### src/rtl/oh_pads_seq.sv
// Power-up and configuration sequencer for the sky130 pad ring.
// Sequence: wait for stable supplies, raise the pad enable, load each pad's drive mode, release hold.
module oh_pads_seq #(
    parameter int N    = 4,
    parameter int CFGW = 3,
    parameter int WAIT = 4,
    parameter int STEP = 2,
    parameter int CW   = 8
) (
    input  logic              clk,
    input  logic              reset,
    input  logic              start,
    input  logic              pwr_good,
    input  logic [N*CFGW-1:0] cfg_in,
    output logic              enable_h,
    output logic              hold_n,
    output logic [N*CFGW-1:0] pad_dm,
    output logic              busy,
    output logic              done,
    output logic              fault
);

    // state     | meaning
    // S_IDLE    | after reset, waiting for start
    // S_WAIT_PWR| counting consecutive pwr_good cycles
    // S_ENABLE  | enable_h high, pads held, settling
    // S_LOAD    | writing one pad slice every STEP cycles
    // S_RELEASE | hold released, settling
    // S_DONE    | ring configured; start reconfigures
    // S_FAULT   | supply lost; sticky until start
    typedef enum logic [2:0] {
        S_IDLE, S_WAIT_PWR, S_ENABLE, S_LOAD, S_RELEASE, S_DONE, S_FAULT
    } state_t;

    localparam logic [CW-1:0] WAIT_LAST = CW'(WAIT - 1);
    localparam logic [CW-1:0] STEP_LAST = CW'(STEP - 1);
    localparam logic [CW-1:0] PAD_LAST  = CW'(N - 1);

    state_t              state_q, state_d;
    logic [CW-1:0]       cnt_q, cnt_d;
    logic [CW-1:0]       idx_q, idx_d;
    logic [N*CFGW-1:0]   snap_q, snap_d;
    logic [N*CFGW-1:0]   pad_q, pad_d;
    logic                en_q, en_d;
    logic                hn_q, hn_d;
    logic                busy_q, busy_d;
    logic                done_q, done_d;
    logic                fault_q, fault_d;
    logic                load_en;
    logic [CW-1:0]       load_idx;

    always_comb begin
        state_d  = state_q;
        cnt_d    = cnt_q;
        idx_d    = idx_q;
        snap_d   = snap_q;
        pad_d    = pad_q;
        load_en  = 1'b0;
        load_idx = '0;

        case (state_q)
            S_IDLE: begin
                if (start) begin
                    state_d = S_WAIT_PWR;
                    cnt_d   = '0;
                    snap_d  = cfg_in;
                end
            end
            S_WAIT_PWR: begin
                if (!pwr_good) begin
                    cnt_d = '0;
                end else if (cnt_q == WAIT_LAST) begin
                    state_d = S_ENABLE;
                    cnt_d   = '0;
                end else begin
                    cnt_d = cnt_q + CW'(1);
                end
            end
            S_ENABLE: begin
                if (!pwr_good) begin
                    state_d = S_FAULT;
                end else if (cnt_q == WAIT_LAST) begin
                    state_d  = S_LOAD;
                    cnt_d    = '0;
                    idx_d    = '0;
                    load_en  = 1'b1;
                end else begin
                    cnt_d = cnt_q + CW'(1);
                end
            end
            S_LOAD: begin
                if (!pwr_good) begin
                    state_d = S_FAULT;
                end else if (cnt_q == STEP_LAST) begin
                    cnt_d = '0;
                    if (idx_q == PAD_LAST) begin
                        state_d = S_RELEASE;
                    end else begin
                        idx_d    = idx_q + CW'(1);
                        load_en  = 1'b1;
                        load_idx = idx_q + CW'(1);
                    end
                end else begin
                    cnt_d = cnt_q + CW'(1);
                end
            end
            S_RELEASE: begin
                if (!pwr_good) begin
                    state_d = S_FAULT;
                end else if (cnt_q == WAIT_LAST) begin
                    state_d = S_DONE;
                    cnt_d   = '0;
                end else begin
                    cnt_d = cnt_q + CW'(1);
                end
            end
            S_DONE: begin
                if (!pwr_good) begin
                    state_d = S_FAULT;
                end else if (start) begin
                    // Reconfigure: enable_h is already up, so go straight to LOAD
                    state_d = S_LOAD;
                    snap_d  = cfg_in;
                    cnt_d   = '0;
                    idx_d   = '0;
                    load_en = 1'b1;
                end
            end
            S_FAULT: begin
                if (start) begin
                    state_d = S_WAIT_PWR;
                    cnt_d   = '0;
                    snap_d  = cfg_in;
                end
            end
            default: state_d = S_IDLE;
        endcase

        for (int i = 0; i < N; i++) begin
            if (load_en && load_idx == CW'(i)) begin
                pad_d[i*CFGW +: CFGW] = snap_d[i*CFGW +: CFGW];
            end
        end

        if (state_d == S_FAULT) begin
            pad_d = '0;
            cnt_d = '0;
            idx_d = '0;
        end

        en_d    = state_d inside {S_ENABLE, S_LOAD, S_RELEASE, S_DONE};
        hn_d    = state_d inside {S_RELEASE, S_DONE};
        busy_d  = state_d inside {S_WAIT_PWR, S_ENABLE, S_LOAD, S_RELEASE};
        done_d  = (state_d == S_DONE);
        fault_d = (state_d == S_FAULT);
    end

    always_ff @(posedge clk or posedge reset) begin
        if (reset) begin
            state_q <= S_IDLE;
            cnt_q   <= '0;
            idx_q   <= '0;
            snap_q  <= '0;
            pad_q   <= '0;
            en_q    <= 1'b0;
            hn_q    <= 1'b0;
            busy_q  <= 1'b0;
            done_q  <= 1'b0;
            fault_q <= 1'b0;
        end else begin
            state_q <= state_d;
            cnt_q   <= cnt_d;
            idx_q   <= idx_d;
            snap_q  <= snap_d;
            pad_q   <= pad_d;
            en_q    <= en_d;
            hn_q    <= hn_d;
            busy_q  <= busy_d;
            done_q  <= done_d;
            fault_q <= fault_d;
        end
    end

    assign enable_h = en_q;
    assign hold_n   = hn_q;
    assign pad_dm   = pad_q;
    assign busy     = busy_q;
    assign done     = done_q;
    assign fault    = fault_q;

endmodule

### config.mk
export PLATFORM = sky130hd
export DESIGN_NAME = oh_pads_seq
export DESIGN_NICKNAME = d
export VERILOG_FILES = /design/src/rtl/oh_pads_seq.sv
export SDC_FILE = /design/constraint.sdc
export NUM_CORES = 1
export LEC_CHECK = 0
export BUFFER_PORTS_ARGS = -buffer_cell sky130_fd_sc_hd__buf_2
export CAP_MARGIN = 5
export CORE_MARGIN = 2
export CORE_UTILIZATION = 50
export CTS_CLUSTER_SIZE = 14
export DETAILED_ROUTE_END_ITERATION = 16
export PLACE_DENSITY = 0.7
export SLEW_MARGIN = 20
export SYNTH_ARGS = -nofsm -noshare
export SYNTH_HDL_FRONTEND = slang
export SYNTH_SLANG_ARGS = --single-unit
### constraint.sdc
create_clock -name clk -period 5 [get_ports clk]
set_input_delay 0.5 -clock clk [delete_from_list [all_inputs] [get_ports clk]]
set_output_delay 0.5 -clock clk [all_outputs]
set_load 0.02 [all_outputs]
After elaboration in Yosys (flattened, before gate mapping)

Index checks and enable logic that the tools add are counted.
W data, S select, Z words.

Add/sub/neg operators: 2
Equality and inequality tests: 26
Mux-type cells: 51
Reductions and logical operators: 19

Operators by type and width:

| kind                  | number |
|---|---|
| $mux W8               | 20 |
| $mux W3               | 16 |
| $pmux W8 S5           | 1 |
| $mux W12              | 3 |
| $eq A8 B2 Y1 const B  | 4 |
| $pmux W12 S2          | 1 |
| $pmux W8 S3           | 1 |
| $ne A3 B3 Y1 const B  | 7 |
| $eq A3 B3 Y1 const B  | 6 |
| $pmux W3 S6           | 1 |
| $add A8 B1 Y8 const B | 2 |
| $eq A8 B1 Y1 const B  | 2 |
| $eq A3 B2 Y1 const B  | 4 |
| $reduce_bool A4 Y1    | 3 |
| $reduce_bool A2 Y1    | 5 |
| $logic_not A8 Y1      | 1 |
| $reduce_and A8 Y1     | 1 |
| $mux W1               | 7 |
| $eq A3 B1 Y1 const B  | 2 |
| $reduce_bool A6 Y1    | 1 |
| $logic_and A1 B1 Y1   | 4 |
| $reduce_and A4 Y1     | 1 |
| $reduce_or A2 Y1      | 2 |
| $logic_not A3 Y1      | 1 |
| 2 further kinds       | 2 |

Bits in registers: 48
Input bits: 16
Logic and storage cells: 111

Logic depth before layout (Yosys ltp)

Gate-level depths: netlist of the first run.

Depth after elaboration: 9
Gate-level depth with buffers: 9
Mapped depth without buffers: 7

Least setup slack after synthesis of the first run

No wires, ideal clock.

Kind: register to register
From: register idx_q[0]
To: register pad_q[0], in the netlist pad_dm[0]
Setup time: 0.104 ns
Data arrival time: 2.202 ns
Data required time: 4.896 ns
Slack: 2.694 ns
Cell stages (with the launch flop): 9
Path buffers: 1
Path through: dfrtp_1 ha_1 and3_1 buf_6 nor4_2 o211ai_2 a2111o_1 a21o_1 a221oi_1

Word-level cells in the longest chain between the ends: 8
Elaborated cells between the ends (all ways): 19
Classes of those cells: add/sub (1); eq/ne (2); mux (13); reduce/logical (3)

RTL lines:

| what                                          | line    | text |
|---|---|---|
| from (decl)                                   | 41      | `logic [CW-1:0] idx_q, idx_d;` |
| from (signal assigned)                        | 173     | `idx_q <= idx_d;` |
| $add A8 B1 Y8 or $eq A8 B2 Y1 (tied branches) | 101, 96 |  |
| $mux W8                                       | 96      | `if (idx_q == PAD_LAST) begin` |
| $mux W8                                       | 94      | `end else if (cnt_q == STEP_LAST) begin` |
| $mux W8                                       | 92      | `if (!pwr_good) begin` |
| $mux W8                                       | 61      | `case (state_q)` |
| $logic_not A8 Y1                              | 140     | `if (load_en && load_idx == CW'(i)) begin` |
| $logic_and A1 B1 Y1                           | 140     |  |
| $reduce_bool A2 Y1 (no source line)           | -       |  |
| to (signal assigned)                          | 175     | `pad_q <= pad_d;` |
| to (decl)                                     | 43      | `logic [N*CFGW-1:0] pad_q, pad_d;` |

Several ways; a longest one is shown, not always the timed one.
A chain may end at the register's enable or synchronous reset.

Final worst setup path of the first run

From: register idx_q[0]
To: register pad_q[2], in the netlist pad_dm[2]

Same word-level chain as after synthesis.

==> reports/qor.csv, run 1 <==
metric,value,unit
number of synthesized flops with an enable pin,0,
final hold vios,0,
Clock Pin Slew Worst Setup and Hold Paths,0.10,ns
PD cells,547.8,mW/mm^2
Area Overhead vs Synth,11.09,%
clock root buffer,clkbuf_8,
buffer depth of the longest clock path,2,
final cell utilization of the core,0.5829,
most common library cell in the layout ignoring fill and taps,dfrtp_1,
worst-case clock skew,0.01424,ns
number of vias per cell,5.773,
Clock Power Share,0.204,
clock tree from TritonCTS,done,
max-slew headroom at the worst pin,0.4041,
dominant register cell in the synthesized netlist,dfrtp_1,
class of the most critical hold timing path,in2async,
half-perimeter wire length after placement,3.760,mm
final critical delay including setup and external delays,2.540,ns
Post-layout nets,322,
drt first-iter violations,149,
outcome,"complete, no violations",
sequential fraction of the synthesis area,0.4398,
Setup WS post-layout,2.460,ns
async set or reset register ratio after synthesis,1.000,
crit path launch type,flop,
sw power,0.0006609,W
number of resized instances in the post-cts repair step,0,
Post CTS Setup Buffer Count,0,
"commonest non-fill, non-tap cells in the layout","dfrtp_1, buf_2, nor2_1",
design internal power,0.001001,W
summed area of non-filler cells in the final layout,0.003034,sq mm
post-placement setup slack,2.307,ns
wire length per cell,14.70,um
Fmax,393.7,MHz
Initial DRT Pass Iterations,4,
number of cell rows,26,
via count of the first global-routing pass,2051,
Placed Instance Area,0.002890,sq mm
Post-Synthesis Cells,279,
sequential group share of total power,0.369,
total global routing overflow,0,
share of the clock period used by the worst path,0.5080,
number of diodes,0,
max-capacitance violation count,0,
share of synthesized area spent on multiplexers,0.09345,
drt total wl,5.498,mm
number of distinct library cell variants in the gate-level netlist after synthesis,62,
count of input and output buffers,32,
syn_area_per_cell,9.790,sq um
hold slack,0.3098,ns
depth of the most critical reg-to-reg path,7,
net switching share of the total power,0.3976,
area of the core,0.005205,sq mm
critical register-to-register path endpoint,pad_dm[2]$_DFFE_PP0P_,
share of layout cells above drive strength 1,0.2368,
weighted congestion at the end of routability-driven global placement,0.8360,
"share of synthesized cell area in full adder, half adder and majority cells",0.01374,
num ports,33,
count of pins over their slew limit,0,
worst flop-to-flop path startpoint,idx_q[0]$_DFFE_PP0P_,
hold-fix buffer count after cts,0,
Die ar.,0.006070,sq mm
required time of the critical path,5.20,ns
data arrival at the endpoint of the critical path,2.74,ns
Post-Synth Simple-Gate Area,0.2213,
top fanout value on the critical path,8,
Post-Syn Area,0.002731,sq mm
Tightest Pin Transition,0.8939,ns
type of the worst setup path,reg2reg,
post-synthesis compound-gate area fraction,0.1754,
unrepaired setup endpoints after global routing,no,
IR Drop Worst-Case VDD,0.3265,mV
setup violators final,0,
leakage,1.346,nW
CTS H-tree depth,2,
all-layer global routing usage,0.1955,
yosys synthesis warning count,0,
horizontal extent of the die,77.91,um
Antenna Violating Nets Remaining,0,
Setup TNS Final,0,ns
first-pass GRT wire length,9.597,mm
total number of vias,2159,
Fill cells,460,
die span in y,77.91,um
initial core utilization,0.5248,
main combinational cell family by area after synthesis,simple AND/OR/NAND/NOR gates,
post-synthesis net count,298,
clock network latency to the later pin of the worst-skew pair,0.31,ns
maximum number of pins on one net before global-route repair,49,
Register-to-Register Setup Slack,2.46,ns
CP Capture Type,flop,
combinational fraction of design power,0.426,
xor and xnor fraction of the mapped netlist area,0.003207,
number of buffers created by CTS,5,
antenna violations before repair,0,
DR DRC count,0,
clock sink total,48,
number of storage elements in the synthesis netlist,48,
==> area by class of cell <==
| class | instances | area (sq um) | area share |
|---|---|---|---|
| inverters | 11 | 42.54 | 0.01402 |
| multi-input cells | 203 | 1390 | 0.4581 |
| clock inverters | 3 | 68.82 | 0.02268 |
| clock buffers | 5 | 68.82 | 0.02268 |
| repair buffers | 34 | 175.2 | 0.05773 |
| well taps | 70 | 87.58 | 0.02887 |
| flip-flops and latches | 48 | 1201 | 0.3959 |
==> power by group through the flow <==
stage	combinational (W)	clock, W	sequential, W
2_1_floorplan	0.000568	0	0.000613
3_3_place_gp	0.000699	0	0.000612
3_5_place_dp	0.000708	0	0.000619
4_1_cts	0.000712	0.000346	0.000612
5_1_grt	0.000794	0.000361	0.000633
6_report	0.000708	0.000340	0.000614
==> synth_stat cells (3+ instances only) <==
cell / n / share of area
a221oi_1: 4 / 0.013
nor2b_1: 4 / 0.0092
buf_2: 5 / 0.0092
nand4_1: 4 / 0.0092
o21ai_0: 5 / 0.0092
inv_1: 10 / 0.014
nor2_1: 29 / 0.040
a21oi_1: 16 / 0.029
buf_6: 3 / 0.012
buf_4: 3 / 0.0082
a311oi_1: 5 / 0.016
clkbuf_1: 5 / 0.0069
ha_1: 3 / 0.014
and2_1: 4 / 0.0092
mux2_2: 12 / 0.049
nand2_1: 25 / 0.034
nor3_1: 9 / 0.016
mux2i_1: 12 / 0.044
dfrtp_1: 48 / 0.44
nand3_1: 16 / 0.029
and3_1: 3 / 0.0069
==> per-stage QoR <==
stage,cells,total power [W]
2_1_floorplan,279,0.001181
3_3_place_gp,366,0.001310
3_5_place_dp,366,0.001328
4_1_cts,374,0.001670
5_1_grt,374,0.001788
6_report,374,0.001662
==> worst max-delay path, cell delays in order (launching register included) <==
cell and delay (ns):
dfrtp_1 0.46, ha_1 0.33, and3_1 0.33, xnor2_1 0.15
nand3_1 0.21, a2111o_1 0.44, a21o_1 0.21, a221oi_1 0.30
==> sequential cells by signal, summed over array words and instances (netlist names) <==
register	flops
idx_q	8
enable_h	1
fault	1
cnt_q	8
snap_q	12
state_q	3
pad_dm	12
busy	1
done	1
hold_n	1
==> per-layer routing <==
| metal | GRT usage | wire, um | vias to the layer above |
|---|---|---|---|
| met3 | 0.04302 | 233 | 4 |
| met4 | 0.04912 | 44 | 0 |
| li1 | - | - | 1065 |
| met5 | 0 | 0 | - |
| met1 | 0.2835 | 2696 | 1041 |
| met2 | 0.2983 | 2523 | 49 |
==> kinds of logic after synthesis <==
kind of cell | Yosys count
fa+ha+maj | 3
simple gates | 113
mux | 24
buf+inv | 28
flops | 48
xor+xnor | 1
compound gates | 62
==> how the worst max path moves through the flow <==
stage                          from               endpoint  slack (ns)
6_report       idx_q[0]$_DFFE_PP0P_  pad_dm[2]$_DFFE_PP0P_        2.46
5_1_grt        idx_q[0]$_DFFE_PP0P_  pad_dm[0]$_DFFE_PP0P_        2.28
4_1_cts        state_q[2]$_DFF_PP0_   idx_q[7]$_DFFE_PP0P_        2.33
3_5_place_dp   state_q[2]$_DFF_PP0_   idx_q[7]$_DFFE_PP0P_        2.31
3_3_place_gp   state_q[2]$_DFF_PP0_   idx_q[6]$_DFFE_PP0P_        2.42
2_1_floorplan  idx_q[0]$_DFFE_PP0P_  pad_dm[0]$_DFFE_PP0P_        2.69
Note: power is estimated with default switching activity, not from simulation.
==> run 2, diff against run 1 <==
- clock period: 5 -> 2.55 ns (I/O delays scaled with it)
==> reports/qor.csv, run 2 (synthesized netlist as in run 1, its figures left out) <==
metric,value,unit,change
data arrival at the endpoint of the critical path,2.56,ns,-0.18 ns
CP Capture Type,flop,,
initial core utilization,0.5248,,unchanged
type of the worst setup path,reg2reg,,
class of the most critical hold timing path,in2reg,,
Fmax,424.3,MHz,+7.8%
CTS H-tree depth,2,,unchanged
met2 Use GR,0.2845,,-0.01379
num ports,33,,unchanged
Clock Power Share,0.197,,-0.007
setup violators final,0,,unchanged
PD cells,1078,mW/mm^2,+97%
"commonest non-fill, non-tap cells in the layout","dfrtp_1, buf_2, nor2_1",,
final critical delay including setup and external delays,2.357,ns,-0.1833 ns
worst flop-to-flop path startpoint,idx_q[0]$_DFFE_PP0P_,,
count of input and output buffers,32,,unchanged
Setup WS post-layout,0.1932,ns,-2.267 ns
final hold vios,0,,unchanged
count of pins over their slew limit,0,,unchanged
final cell utilization of the core,0.5962,,+0.01322
die span in y,77.91,um,unchanged
area of the core,0.005205,sq mm,unchanged
Area Overhead vs Synth,13.61,%,
Clock Pin Slew Worst Setup and Hold Paths,0.09,ns,about the same
HP Start,cfg_in[5],,
Worst Hold End,snap_q[5]$_DFF_PP0_,,
Tightest Pin Transition,0.8545,ns,-0.03944 ns
Post CTS Setup Buffer Count,0,,unchanged
net switching share of the total power,0.3880,,-0.009652
footprint of the multi-input gates,0.001385,sq mm,-0.36%
half-perimeter wire length after placement,3.850,mm,+2.4%
clock root buffer,clkbuf_8,,
worst-case clock skew,0.01406,ns,-0.0001756 ns
first-pass GRT wire length,9.232,mm,-3.8%
number of buffers created by CTS,5,,unchanged
Initial DRT Pass Iterations,4,,unchanged
outcome,"complete, no violations",,
max-slew headroom at the worst pin,0.4304,,+0.02629
via count of the first global-routing pass,1938,,-5.5%
drt total wl,5.435,mm,-1.1%
most common library cell in the layout ignoring fill and taps,dfrtp_1,,
sequential group share of total power,0.330,,-0.039
clock sink total,48,,unchanged
crit path launch type,flop,,
DR DRC count,0,,unchanged
Setup TNS Final,0,ns,unchanged
drt first-iter violations,202,,+36%
wire length per cell,14.23,um,-3.2%
total global routing overflow,0,,unchanged
combinational fraction of design power,0.473,,+0.047
horizontal extent of the die,77.91,um,unchanged
IR Drop Worst-Case VDD,0.5299,mV,+62%
global routing met3 resource utilization,0.03953,,-0.003488
post-placement setup slack,0.2398,ns,-2.067 ns
share of the clock period used by the worst path,0.9242,,+0.4162
number of diodes,0,,unchanged
leakage,1.386,nW,+3.0%
critical register-to-register path endpoint,pad_dm[2]$_DFFE_PP0P_,,
register cell area after layout,0.001201,sq mm,unchanged
number of cell rows,26,,unchanged
all-layer global routing usage,0.1879,,-0.007599
most used routing layer,met2,,
design internal power,0.002048,W,+100%
Post-layout nets,330,,+2.5%
required time of the critical path,2.75,ns,-2.45 ns
max-capacitance violation count,0,,unchanged
number of vias per cell,5.647,,-2.2%
total power consumption of the routed design,0.003346,W,+100%
Antenna Violating Nets Remaining,0,,unchanged
hold path cells,2,,
sw power,0.001298,W,+96%
hold slack,0.1983,ns,-0.1115 ns
depth of the most critical reg-to-reg path,7,,unchanged
unrepaired setup endpoints after global routing,no,,
total number of vias,2157,,-0.093%
antenna violations before repair,0,,unchanged
clock tree from TritonCTS,done,,
top fanout value on the critical path,7,,-1
maximum number of pins on one net before global-route repair,30,,-39%
weighted congestion at the end of routability-driven global placement,0.8323,,-0.44%
Fill cells,465,,+1.1%
Register-to-Register Setup Slack,0.19,ns,-2.27 ns
clock network latency to the later pin of the worst-skew pair,0.30,ns,about the same
Die ar.,0.006070,sq mm,unchanged
M1 GR Usage,0.2733,,-0.01012
buffer depth of the longest clock path,2,,unchanged
share of layout cells above drive strength 1,0.2500,,+0.01316
==> run 2: cell types whose count changed in the layout (fill, tap and decap cells not counted), sizes merged <==
cell,previous run,this run
buf,34,41
clkinv,2,1
dlygate4sd3,0,1
inv,10,11
==> run 2: stage by stage <==
step	cells	instance area, sq um
floorplan	279	2731
global placement	373	2955
detailed placement	373	2955
CTS	382	3103
global route	382	3103
finish	382	3103
==> run 2: how the worst max path moves through the flow <==
stage / start / endpoint / slack [ns] / cells after the start
6_report: idx_q[0]$_DFFE_PP0P_ / pad_dm[2]$_DFFE_PP0P_ / 0.19 / 7
5_1_grt: idx_q[0]$_DFFE_PP0P_ / pad_dm[0]$_DFFE_PP0P_ / 0.06 / 7
4_1_cts: idx_q[0]$_DFFE_PP0P_ / pad_dm[2]$_DFFE_PP0P_ / 0.19 / 7
3_5_place_dp: idx_q[0]$_DFFE_PP0P_ / pad_dm[1]$_DFFE_PP0P_ / 0.24 / 7
3_3_place_gp: idx_q[0]$_DFFE_PP0P_ / pad_dm[1]$_DFFE_PP0P_ / 0.31 / 7
2_1_floorplan: idx_q[0]$_DFFE_PP0P_ / pad_dm[0]$_DFFE_PP0P_ / 0.24 / 8
==> run 2: critical path, cell delays in order, from the launching register on <==
cell and delay [ns]:
dfrtp_1 0.47, ha_1 0.24, and3_1 0.25, nor4_2 0.18, o211ai_2 0.15, a2111o_1 0.45, a21o_1 0.22, a221oi_1 0.29
==> run 2: area by class of cell <==
cell class	instances	area share
multi-input cells	203	0.4464
flip-flops and latches	48	0.3871
repair buffers	42	0.08065
well taps	70	0.02823
clock buffers	5	0.02218
clock inverters	3	0.02218
inverters	11	0.01331
==> run 2: what timing repair did <==
action / in CTS / in global routing
resized for setup: 0 / 0
endpoints found under the hold margin: 15 / 0
hold buffers: 1 / 0
==> run 2: power groups by stage <==
stage | Sequential [W] | Combinational, W | Clock (W)
after CTS | 0.00111 | 0.00158 | 0.000675
after global placement | 0.00111 | 0.00155 | 0
final | 0.00111 | 0.00158 | 0.000658
after detailed placement | 0.00112 | 0.00158 | 0
after global routing | 0.00113 | 0.00176 | 0.000704
after floorplan | 0.00120 | 0.00111 | 0
==> run 2: layer usage <==
metal,vias up,routed length [um]
li1,1080,-
met1,1019,2596
met2,54,2544
met3,4,266
met4,0,27
met5,-,0
